===== src/rtl/rob_commit_unit_pkg.sv =====
// Shared constants and types for the reorder-buffer commit unit.
// Tag 0 (ZERO_ROB) means "no tag"; live entries use tags ROB_FIRST..ROB_SIZE-1.
// rob_next() is the pointer-advance rule used by every ROB pointer.
package rob_commit_unit_pkg;

  localparam int ROB_WIDTH  = 4;
  localparam int ROB_SIZE   = 1 << ROB_WIDTH;
  localparam int REG_WIDTH  = 5;
  localparam int DATA_WIDTH = 32;

  typedef logic [ROB_WIDTH-1:0]  rob_tag_t;
  typedef logic [REG_WIDTH-1:0]  reg_idx_t;
  typedef logic [DATA_WIDTH-1:0] data_t;

  localparam rob_tag_t ZERO_ROB  = '0;
  localparam rob_tag_t ROB_FIRST = rob_tag_t'(1);
  localparam rob_tag_t ROB_LAST  = rob_tag_t'(ROB_SIZE - 1);

  localparam logic TRUE  = 1'b1;
  localparam logic FALSE = 1'b0;

  // Registered commit port contents.
  typedef struct packed {
    reg_idx_t rd;
    rob_tag_t tag;
    data_t    value;
  } rob_commit_t;

  // Wrap from the last slot straight back to ROB_FIRST so a pointer never
  // lands on the reserved tag 0.
  function automatic rob_tag_t rob_next(input rob_tag_t p);
    return (p == ROB_LAST) ? ROB_FIRST : rob_tag_t'(p + 1'b1);
  endfunction

endpackage


===== src/rtl/rob_commit_unit_ptr.sv =====
// rob_ptr: circular ROB pointer register that skips tag 0.
// Ports:
//   clk     - clock
//   rst     - synchronous active-high reset, loads ROB_FIRST
//   advance - step to the next slot this cycle
//   ptr     - current pointer value
module rob_ptr
  import rob_commit_unit_pkg::*;
(
  input  logic     clk,
  input  logic     rst,
  input  logic     advance,
  output rob_tag_t ptr
);

  rob_tag_t ptr_reg;

  always_ff @(posedge clk) begin
    if (rst) begin
      ptr_reg <= ROB_FIRST;
    end else if (advance) begin
      ptr_reg <= rob_next(ptr_reg);
    end
  end

  assign ptr = ptr_reg;

endmodule


===== src/rtl/rob_commit_unit.sv =====
// rob_commit_unit: in-order reorder buffer for the Tomasulo core.
// Hands out tags at issue, captures CDB results, retires one entry per cycle
// in program order onto the register-file write port, and forwards operand
// values for busy registers.
// Ports:
//   clk, rst, ena              - clock, sync active-high reset, global enable
//   alloc_ena/alloc_rd         - issue request and its destination register
//   alloc_tag, full, empty     - next tag to hand out, occupancy flags
//   cdb_valid/cdb_tag/cdb_value- result broadcast
//   query_tag1/2 -> query_ready1/2, query_value1/2 - operand forwarding
//   commit_reg/tag/value       - registered retirement port (commit_reg 0 = no write)
module rob_commit_unit
  import rob_commit_unit_pkg::*;
(
  input  logic     clk,
  input  logic     rst,
  input  logic     ena,
  input  logic     alloc_ena,
  input  reg_idx_t alloc_rd,
  output rob_tag_t alloc_tag,
  output logic     full,
  output logic     empty,
  input  logic     cdb_valid,
  input  rob_tag_t cdb_tag,
  input  data_t    cdb_value,
  input  rob_tag_t query_tag1,
  input  rob_tag_t query_tag2,
  output logic     query_ready1,
  output logic     query_ready2,
  output data_t    query_value1,
  output data_t    query_value2,
  output reg_idx_t commit_reg,
  output rob_tag_t commit_tag,
  output data_t    commit_value
);

  rob_tag_t            head;
  rob_tag_t            tail;
  rob_tag_t            count_reg;
  rob_tag_t            count_next;
  logic [ROB_SIZE-1:0] valid_reg;
  logic [ROB_SIZE-1:0] valid_next;
  logic [ROB_SIZE-1:0] ready_reg;
  logic [ROB_SIZE-1:0] ready_next;
  reg_idx_t            rd_mem    [ROB_SIZE];
  data_t               value_mem [ROB_SIZE];
  rob_commit_t         commit_reg_q;

  logic alloc_fire;
  logic cdb_fire;
  logic commit_fire;

  assign full  = (count_reg == ROB_LAST);
  assign empty = (count_reg == ZERO_ROB);

  // Allocation looks only at the registered full flag, so a slot freed by a
  // commit in the same cycle is not reusable until the next cycle.
  assign alloc_fire  = ena & alloc_ena & ~full;
  // valid_reg[0] is never set, which also drops CDB writes to tag 0.
  assign cdb_fire    = ena & cdb_valid & valid_reg[cdb_tag];
  assign commit_fire = ena & valid_reg[head] & ready_reg[head];

  rob_ptr u_head_ptr (
    .clk     (clk),
    .rst     (rst),
    .advance (commit_fire),
    .ptr     (head)
  );

  rob_ptr u_tail_ptr (
    .clk     (clk),
    .rst     (rst),
    .advance (alloc_fire),
    .ptr     (tail)
  );

  assign alloc_tag = tail;

  always_comb begin
    count_next = count_reg;
    case ({alloc_fire, commit_fire})
      2'b10:   count_next = rob_tag_t'(count_reg + 1'b1);
      2'b01:   count_next = rob_tag_t'(count_reg - 1'b1);
      default: count_next = count_reg;
    endcase
  end

  // Per-entry flag updates. Allocation and commit never hit the same slot in
  // one cycle: tail == head only when empty (nothing to commit) or full (no
  // allocation). ready survives a commit and is cleared on reallocation.
  for (genvar gi = 0; gi < ROB_SIZE; gi++) begin : g_entry
    logic alloc_here;
    logic cdb_here;
    logic commit_here;

    assign alloc_here  = alloc_fire  & (tail    == rob_tag_t'(gi));
    assign cdb_here    = cdb_fire    & (cdb_tag == rob_tag_t'(gi));
    assign commit_here = commit_fire & (head    == rob_tag_t'(gi));

    assign valid_next[gi] = alloc_here ? TRUE  : (commit_here ? FALSE : valid_reg[gi]);
    assign ready_next[gi] = alloc_here ? FALSE : (cdb_here    ? TRUE  : ready_reg[gi]);
  end

  always_ff @(posedge clk) begin
    if (rst) begin
      valid_reg    <= '0;
      ready_reg    <= '0;
      count_reg    <= ZERO_ROB;
      commit_reg_q <= '0;
    end else if (ena) begin
      valid_reg <= valid_next;
      ready_reg <= ready_next;
      count_reg <= count_next;
      if (commit_fire) begin
        commit_reg_q.rd    <= rd_mem[head];
        commit_reg_q.tag   <= head;
        commit_reg_q.value <= value_mem[head];
      end else begin
        // No write this cycle; tag/value keep their last committed contents.
        commit_reg_q.rd <= '0;
      end
    end
  end

  // Payload storage needs no reset: it is only read through valid/ready.
  always_ff @(posedge clk) begin
    if (alloc_fire) begin
      rd_mem[tail] <= alloc_rd;
    end
    if (cdb_fire) begin
      value_mem[cdb_tag] <= cdb_value;
    end
  end

  assign commit_reg   = commit_reg_q.rd;
  assign commit_tag   = commit_reg_q.tag;
  assign commit_value = commit_reg_q.value;

  // Operand forwarding; a same-cycle CDB broadcast wins over stored state.
  for (genvar gi = 0; gi < 2; gi++) begin : g_query
    rob_tag_t tag;
    logic     rdy;
    data_t    val;

    assign tag = (gi == 0) ? query_tag1 : query_tag2;

    always_comb begin
      rdy = FALSE;
      val = '0;
      if (tag == ZERO_ROB) begin
        rdy = FALSE;
        val = '0;
      end else if (cdb_valid && (cdb_tag == tag)) begin
        rdy = TRUE;
        val = cdb_value;
      end else begin
        rdy = ready_reg[tag];
        val = value_mem[tag];
      end
    end
  end

  assign query_ready1 = g_query[0].rdy;
  assign query_value1 = g_query[0].val;
  assign query_ready2 = g_query[1].rdy;
  assign query_value2 = g_query[1].val;

endmodule


===== config.mk =====
export PLATFORM = sky130hd
export DESIGN_NAME = rob_commit_unit
export DESIGN_NICKNAME = d
export VERILOG_FILES = /design/src/rtl/rob_commit_unit_pkg.sv /design/src/rtl/rob_commit_unit_ptr.sv /design/src/rtl/rob_commit_unit.sv
export SDC_FILE = /design/constraint.sdc
export NUM_CORES = 1
export LEC_CHECK = 0
export CAP_MARGIN = 20
export CORE_MARGIN = 1.5
export CORE_UTILIZATION = 45
export DETAILED_ROUTE_END_ITERATION = 16
export PLACE_DENSITY = 0.6
export SETUP_SLACK_MARGIN = 0.1
export SLEW_MARGIN = 5
export SYNTH_ARGS = -nofsm -noshare
export SYNTH_HDL_FRONTEND = slang
export SYNTH_SLANG_ARGS = --single-unit

===== constraint.sdc =====
create_clock -name clk -period 5.9 [get_ports clk]
set_clock_uncertainty 0.1 [all_clocks]
set_input_delay 1.18 -clock clk [delete_from_list [all_inputs] [get_ports clk]]
set_output_delay 1.18 -clock clk [all_outputs]
set_load 0.01 [all_outputs]

==> impl_results.md <==
* Ant diodes at 0
* Area contributors post-synth: edfxtp_1, mux4_2, dfxtp_1
* Die area at 79700 sq um
* First-pass GRT wire length at 157000 um
* Max reg flops at 512
* Hold depth at 2
* Area growth syn-to-layout at 15.9%
* CP Capture Point: query_value1[19]
* Actual slew at the worst max-slew pin at 1.01 ns
* Worst-Skew Late Latency at 0.62 ns
* Sequential fraction of the synthesis area at 55.7%
* Met2 usage at 43.8%
* Fin. Hold Viols at 0
* Setup TNS Final at 0 ns
* Cell count after synthesis at 1977
* Dpl cells at 3067
* Status: completed
* Most flops, register: value_mem
* Slew headroom at 32.3%
* CP max FO at 13
* Wire per inst at 34.3 um
* H-tree depth at 3
* WS Path Type: input port to output pin
* Hold Buf Count CTS at 0
* Post-CTS Setup Bufs at 0
* Pwr per Cell Area at 266 nW/um^2
* Worst min path class: register to register
* Buffers on Ports at 166
* Initial DRC count at 2892
* Most used routing layer: met2
* Critical path startpoint category: input port
* CTS resizes at 0
* Reg-to-Reg Start: u_head_ptr.ptr[1]$_SDFFE_PP0P_
* Minimum clock period at 5.07 ns
* Leak at 12.9 nW
* Synth Warn # at 0
* Vias in the first global route at 22016
* DP Wirelength at 64900 um
* Horiz. Die Dim at 282 um
* Most common cell in the netlist: edfxtp_1
* Synth top area share at 50.7%
* DRT antenna net count at 0
* Met3 Usage GRT at 5.71%
* Layout Cells excl Fill at 3205
* Reg2reg setup slack at 1.98 ns
* Synth async-reset ratio at 0%
* Placed Instance Area at 38200 sq um
* Post-route DRC at 0
* Length in cells of the worst reg-to-reg path at 10
* Critical path required time at 4.62 ns
* CTS clock-pin slew for the worst setup and hold paths at 0.06 ns
* Clk buf depth at 3
* FMAX at 197 MHz
* Initial core utilization at 45.4%
* Initial antenna violation count at 4
* Largest net degree at the start of global routing at 102
* Critical R2R Capture: count_reg[3]$_SDFFE_PP0P_
* GRT Total Usage at 28.0%
* Fin area at 40700 sq um
* Vias at 22085
* Final wirelength at 110000 um
* Clock sink count at 681
* RSZ-0062 raised after global routing: no
* Core area at 77300 sq um
* EDFF count, synth at 592
* Grt met1 use at 40.3%
* Number of fill cells at 6142
* Inserted Clock Buffers at 75
* Worst vdd ir at 0.000175 V
* Endpoints failing setup at 0
* Arrival @ worst endpoint at 3.79 ns
* I/O pin total at 167
* Max_cap viols at 0
* Final nets at 2169
* Syn nets at 2042
* Row cnt at 102
* Routability congestion estimate at 0.819
* CTS tree: yes
* Worst setup path startpoint: cdb_tag[3]
* Part of the cycle the worst path needs at 85.9%
* Total congestion overflow at 0
* Die height at 282 um
* Mapped Area at 35100 sq um
* Router iterations before antenna repair at 6
* Final slew viol count at 0
* Yosys top cell by area: edfxtp_1
* Clock root buffer: clkbuf_16
* Layout Utilization at 52.6%
* Synth Register Bits at 681
* Avg Cell Area, Syn at 17.8 sq um
* Most used DFF post-synth: edfxtp_1
* Vias per Instance at 6.89
* Post-synth cell types at 54
* Ratio of cells with drive above 1 in the final layout at 33.2%
* Most frequent cells after synthesis: edfxtp_1, mux4_2, clkbuf_1, nand2_1, dfxtp_1
* Setup crit end kind: output pin
## final cells by class
| class | instances | area [sq um] | share of cell area (%) |
|---|---|---|---|
| multi-input cells | 1081 | 14800 | 36.3 |
| flip-flops and latches | 681 | 19600 | 48.1 |
| clock inverters | 42 | 404 | 0.993 |
| inverters | 25 | 93.8 | 0.231 |
| repair buffers | 240 | 2500 | 6.14 |
| clock buffers | 96 | 2040 | 5.02 |
| well taps | 1040 | 1300 | 3.20 |
## worst min-delay path by stage
stage                                   from                       endpoint  slack, ns
2_1_floorplan      valid_reg[5]$_SDFFE_PP0P_      valid_reg[5]$_SDFFE_PP0P_       0.35
3_3_place_gp   commit_value[30]$_SDFFE_PP0P_  commit_value[30]$_SDFFE_PP0P_       0.37
3_5_place_dp      valid_reg[10]$_SDFFE_PP0P_     valid_reg[10]$_SDFFE_PP0P_       0.37
4_1_cts            valid_reg[6]$_SDFFE_PP0P_      valid_reg[6]$_SDFFE_PP0P_       0.38
5_1_grt           commit_tag[0]$_SDFFE_PP0P_     commit_tag[0]$_SDFFE_PP0P_       0.40
6_report        commit_value[4]$_SDFFE_PP0P_   commit_value[4]$_SDFFE_PP0P_       0.38
## report_power, final
group	internal [W]	switching [W]	total [W]
Clock	0.00276	0.00193	0.00469
Sequential	0.00524	0.00000572	0.00524
Combinational	0.000426	0.000460	0.000886
Total	0.00842	0.00240	0.0108
## layer usage
metal / share of wire (%) / vias up
met4: 2.6 / 6
met2: 48 / 1378
li1: - / 8769
met5: 0.029 / -
met3: 10 / 194
met1: 39 / 11738
## kinds of logic after synthesis
logic type,count (synthesis),synth area share [%]
flops,681,55.7
mux,497,31.6
compound gates,283,5.74
simple gates,274,3.51
buf+inv,215,2.61
xor+xnor,16,0.399
fa+ha+maj,11,0.392
## cell usage in the layout (no fill, tap or decap), types with 31 or more instances in the layout
cell type,count
buf_4,54
o21ai_0,33
clkdlybuf4s50_1,157
dfxtp_1,87
o2bb2ai_1,64
a21oi_1,65
clkbuf_16,76
nand2_1,114
edfxtp_1,592
nor2_1,31
mux4_2,488
nand3_1,57
a22oi_1,64
## worst max-delay path: stages
cell and delay, ns:
clkdlybuf4s50_1 0.69, xor2_1 0.21, nor3_1 0.08, nand3_2 0.08, and2_2 0.52, buf_4 0.30, o2bb2ai_1 0.14, clkdlybuf4s50_1 0.58
## per-stage QoR
stage	hold WS, ns	worst slack, ns	power [W]
2_1_floorplan	0.348	1.26	0.00583
3_3_place_gp	0.370	0.826	0.00622
3_5_place_dp	0.369	0.804	0.00623
4_1_cts	0.382	0.803	0.0109
5_1_grt	0.401	0.709	0.0111
6_report	0.381	0.833	0.0108
Note: power is estimated with default switching activity, not from simulation.
